===== config.mk =====
export PLATFORM = sky130hd
export DESIGN_NAME = signal_controller
export DESIGN_NICKNAME = d
export VERILOG_FILES = /design/src/rtl/signal_controller.sv
export SDC_FILE = /design/constraint.sdc
export NUM_CORES = 1
export LEC_CHECK = 0
export CORE_ASPECT_RATIO = 1.2
export CORE_UTILIZATION = 55
export DETAILED_ROUTE_END_ITERATION = 8
export DONT_BUFFER_PORTS = 1
export PLACE_DENSITY_LB_ADDON = 0.05
export RECOVER_POWER = 50
export SKIP_CTS_REPAIR_TIMING = 1
export SLEW_MARGIN = 10
export SYNTH_ARGS = -nofsm -noshare
export SYNTH_HDL_FRONTEND = slang
export SYNTH_SLANG_ARGS = --single-unit

===== constraint.sdc =====
create_clock -name clock -period 2.05 [get_ports clock]
set_input_delay 0.615 -clock clock [delete_from_list [all_inputs] [get_ports clock]]
set_output_delay 0.615 -clock clock [all_outputs]
set_load 0.02 [all_outputs]

===== src/rtl/signal_controller.sv =====
// signal_controller: sequences one approach cycle around the subtractor stage.
// Arms the subtractor, follows the countdown, issues a brake request when the
// vehicle reaches the stop line before the countdown expires, then holds green
// for GREEN_SECS seconds before returning to idle.
//
// Handshake: there is no valid/ready pair here. start, abort, valid_data and
// seconds_tick are single-cycle strobes sampled on the rising clock edge.
// The FSM only reacts to a strobe in the state that expects it. Every output
// is a register that updates on the edge after the causing input is sampled.
module signal_controller #(
   parameter int AMBER_SECS = 3,
   parameter int GREEN_SECS = 5
) (
   input  logic       clock,
   input  logic       reset,
   input  logic       start,
   input  logic       abort,
   input  logic       valid_data,
   input  logic       seconds_tick,
   input  logic       signal_switch,
   input  logic       signal_reached,
   input  logic [5:0] remaining,
   output logic       sub_enable,
   output logic       light_red,
   output logic       light_amber,
   output logic       light_green,
   output logic       brake,
   output logic       cycle_done,
   output logic [7:0] stop_count,
   output logic [2:0] state_dbg
);

   localparam logic [2:0] S_IDLE = 3'd0;
   localparam logic [2:0] S_LOAD = 3'd1;
   localparam logic [2:0] S_RUN  = 3'd2;
   localparam logic [2:0] S_STOP = 3'd3;
   localparam logic [2:0] S_GO   = 3'd4;

   localparam logic [5:0] AMBER_LIM  = 6'(AMBER_SECS);
   localparam logic [5:0] GREEN_LAST = 6'(GREEN_SECS - 1);

   logic [2:0] state;
   logic [2:0] state_nx;
   logic [5:0] green_cnt;
   logic       green_done;
   logic       amber_nx;
   logic       green_nx;
   logic       stop_inc;

   assign state_dbg = state;

   // Next-state decode; abort wins over everything else
   always_comb begin
      state_nx   = state;
      green_done = (state == S_GO) && seconds_tick && (green_cnt == GREEN_LAST);
      case (state)
         S_IDLE: if (start) state_nx = S_LOAD;
         S_LOAD: if (valid_data) state_nx = S_RUN;
         // signal_switch is stale (1) until the subtractor is loaded, so it
         // is only looked at in RUN and STOP; expiry beats reached.
         S_RUN: begin
            if (signal_switch)       state_nx = S_GO;
            else if (signal_reached) state_nx = S_STOP;
         end
         S_STOP: if (signal_switch) state_nx = S_GO;
         S_GO:   if (green_done) state_nx = S_IDLE;
         default: state_nx = S_IDLE;
      endcase
      if (abort) state_nx = S_IDLE;
   end

   // Lamp decision for the next cycle; amber uses the live remaining count
   always_comb begin
      green_nx = (state_nx == S_GO);
      amber_nx = (state_nx == S_RUN) && (remaining != 6'd0) && (remaining <= AMBER_LIM);
      stop_inc = (state == S_RUN) && (state_nx == S_STOP);
   end

   // State register
   always_ff @(posedge clock or negedge reset) begin
      if (!reset) state <= S_IDLE;
      else        state <= state_nx;
   end

   // Green timer: restarts on GO entry, counts ticks only while in GO
   always_ff @(posedge clock or negedge reset) begin
      if (!reset) begin
         green_cnt <= 6'd0;
      end else if (abort || ((state_nx == S_GO) && (state != S_GO))) begin
         green_cnt <= 6'd0;
      end else if ((state == S_GO) && seconds_tick) begin
         green_cnt <= green_cnt + 6'd1;
      end
   end

   // Registered outputs decoded from the next state
   always_ff @(posedge clock or negedge reset) begin
      if (!reset) begin
         sub_enable  <= 1'b0;
         light_red   <= 1'b1;
         light_amber <= 1'b0;
         light_green <= 1'b0;
         brake       <= 1'b0;
         cycle_done  <= 1'b0;
      end else begin
         sub_enable  <= (state_nx == S_LOAD) || (state_nx == S_RUN) || (state_nx == S_STOP);
         light_red   <= !green_nx && !amber_nx;
         light_amber <= amber_nx;
         light_green <= green_nx;
         brake       <= (state_nx == S_STOP);
         cycle_done  <= green_done && !abort;
      end
   end

   // Forced-stop counter; saturates, survives abort, cleared only by reset
   always_ff @(posedge clock or negedge reset) begin
      if (!reset) begin
         stop_count <= 8'd0;
      end else if (stop_inc && (stop_count != 8'hFF)) begin
         stop_count <= stop_count + 8'd1;
      end
   end

endmodule


==> metrics.md <==
| Metric | Value |
|---|---|
| HP Class | in -> async |
| DR WL met2 | about 1.0 mm |
| Commonest cells after routing, fill and taps aside | 22 x dfrtp_1, 13 x nor2_1, 8 x xnor2_1 |
| Antenna violations before repair | 0 |
| Placed Instances | roughly 130 |
| Critical path's top delay family | simple AND/OR/NAND/NOR gates |
| Layout cells sized above 1 | 0.134 |
| Slew Limit Fails | 0 |
| Worst path slowest cell | dfrtp_1 |
| Pin count of the biggest net entering global routing | 24 |
| Die Y | slightly above 50 um |
| # DRC | 0 |
| Routed met3 length | approximately 130 um |
| Most common cell after layout, fill and taps aside | dfrtp_1 |
| Max frequency | between 500 and 600 MHz |
| Worst R2R Path Depth | 5 |
| Max Cap Violations | 0 |
| Fraction of registers with async set/reset | 1.00 |
| Reg2reg start | state_dbg[2]$_DFF_PN0_ |
| Outcome | completed |
| Warnings, synthesis | 0 |
| Worst Skew | roughly 0.0019 ns |
| Post-Route WL | between 1.5 and 2 mm |
| RSZ-0062 raised after global routing | no |
| Grt total ovfl | 0 |
| R2r setup slk | around 0.17 ns |
| Worst-margin pin slew | 1.17 ns |
| IO Port Bufs | 0 |
| CTS max path bufs | 2 |
| Die width | 42.4 um |
| Worst path cell trace | or3b_4, a2111oi_4, buf_4, nand2_2, mux2_4 |
| Final setup TNS | 0 ns |
| Synth Register Bits | 23 |
| Root Driver | clkbuf_4 |
| Fin. Hold Viols | 0 |
| Pwr Density | 683 nW/um^2 |
| Worst-path clk slew | between 0.1 and 0.15 ns |
| Die Footprint | 2140 sq um |
| Period utilization | 0.916 |
| Row cnt | 17 |
| Slew headroom | 0.222 |
| Syn Inst Count | 100 |
| CP endpoint kind | flip-flop |
| Crit path max fanout | 7 |
| Synthesized area per cell | approximately 11 sq um |
| Placer Congestion | a little under 0.8 |
| First-pass GRT wire length | ~3.3 mm |
| Sequential area share after synthesis | 0.535 |
| Post-synthesis cell area | 1080 sq um |
| Clock period minus worst slack | roughly 1.9 ns |
| Crit path largest cell delay | 0.45 ns |
| Filler cells | around 170 |
| Iteration-0 DRC Markers | 16 |
| CTS sink cnt | 23 |
| Vias/cell | around 6 |
| Final ANT Viol Nets | 0 |
| DR pass1 iterations | 3 |
| Layout Nets | 130 |
| Wirelength per Cell | roughly 15 um |
| Area growth, synth to finish | 8.93% |
| Reg2reg end | stop_count[1]$_DFFE_PN0P_ |
| N_diodes | 0 |
| Initial core utilization | 0.583 |
| Inserted Clock Buffers | 3 |
| CTS tree | built |
| Post-Layout Cell Count | 131 |
| Post-synth net total | 117 |
| CP required | approximately 2.3 ns |
| Main synth FF type | dfrtp_1 |
| Startpoint types | flip-flop |
| Worst-Skew Late Latency | roughly 0.30 ns |
| Finished Cell Area | approximately 1200 sq um |
| Leak | 0.535 nW |
| Crit path arrival time | 2.08 ns |
| H-tree levels | 1 |
| Post-synth EDFFs | 0 |
| Ports | 31 |
| Count of different cell masters after synthesis | 31 |
| Wl on met1 | about 800 um |
| Vias in the first global route | around 800 |
| Total GRT Usage | 0.204 |
| Via count | roughly 780 |
| Setup violators final | 0 |
| CORE AREA | ~1900 sq um |
| Worst path buffer plus inverter count | 1 |
| HPWL after DPL | between 1 and 1.5 mm |
| Fin util | 0.635 |
| Peak VDD IR | 0.361 mV |
| Highest metal used | met4 |
| Critical path type | reg -> reg |
| Placed cell area | 1160 sq um |
| Final hold slack | between 0.1 and 0.15 ns |
-- Yosys cell counts (2+ instances only) --
cell | number | area (sq um)
o21ai_0 | 5 | 25.0
nor2_1 | 13 | 48.8
xor2_1 | 3 | 26.3
nand3_1 | 3 | 15.0
nand2_1 | 6 | 22.5
ha_1 | 3 | 37.5
xnor2_1 | 8 | 70.1
dfrtp_1 | 22 | 551
a21oi_1 | 4 | 20.0
and3_1 | 4 | 25.0
nor3_1 | 2 | 10.0
inv_1 | 3 | 11.3
nand4_1 | 6 | 37.5
-- how the worst max path moves through the flow --
stage | from | depth (start not counted) | slack [ns] | to
after global routing | state_dbg[2]$_DFF_PN0_ | 5 | 0.08 | stop_count[1]$_DFFE_PN0P_
after floorplan | signal_switch | 4 | 0.03 | stop_count[1]$_DFFE_PN0P_
final | state_dbg[2]$_DFF_PN0_ | 5 | 0.17 | stop_count[1]$_DFFE_PN0P_
after CTS | state_dbg[2]$_DFF_PN0_ | 5 | 0.17 | stop_count[1]$_DFFE_PN0P_
after global placement | signal_switch | 5 | 0.01 | stop_count[1]$_DFFE_PN0P_
after detailed placement | signal_switch | 5 | 0.005 | stop_count[1]$_DFFE_PN0P_
-- through the flow --
| stage | power, mW | setup WS [ns] |
|---|---|---|
| 2_1_floorplan | 0.580 | 0.0253 |
| 3_3_place_gp | 0.602 | 0.0134 |
| 3_5_place_dp | 0.605 | 0.00544 |
| 4_1_cts | 0.814 | 0.167 |
| 5_1_grt | 0.846 | 0.0799 |
| 6_report | 0.803 | 0.171 |
-- power breakdown --
group	switching (mW)	internal, mW	total, mW
Sequential	0.0446	0.475	0.519
Clock	0.132	0.0727	0.204
Combinational	0.0448	0.0344	0.0793
Total	0.221	0.582	0.803
-- metal layers --
layer  vias up  track usage
met2        21        0.359
met3         2       0.0683
met1       383        0.225
li1        369            -
met5         -            0
met4         0       0.0781
-- kinds of logic after synthesis --
| family | Yosys count | synth area share |
|---|---|---|
| and+or+nand+nor | 45 | 0.223 |
| DFF | 23 | 0.535 |
| AOI/OAI and AO/OA | 12 | 0.0812 |
| xor gates and xnor gates | 11 | 0.0893 |
| buffers and inverters | 4 | 0.0139 |
| adders and majority gates | 3 | 0.0348 |
| muxes | 2 | 0.0232 |
-- layout make-up --
cell class	count	area (sq um)	share of cell area
Inverter	3	11.3	0.00958
Timing Repair Buffer	9	48.8	0.0415
Sequential cell	23	577	0.491
Clock inverter	1	5.00	0.00426
Tap cell	19	23.8	0.0202
Multi-Input combinational cell	73	487	0.414
Clock buffer	3	22.5	0.0192
-- registers in the layout (all words and copies together) (netlist names) --
name	flops
light_amber	1
stop_count	8
state_dbg	3
light_red	1
sub_enable	1
cycle_done	1
brake	1
light_green	1
green_cnt	6
Power figures use the tool's default switching activity.
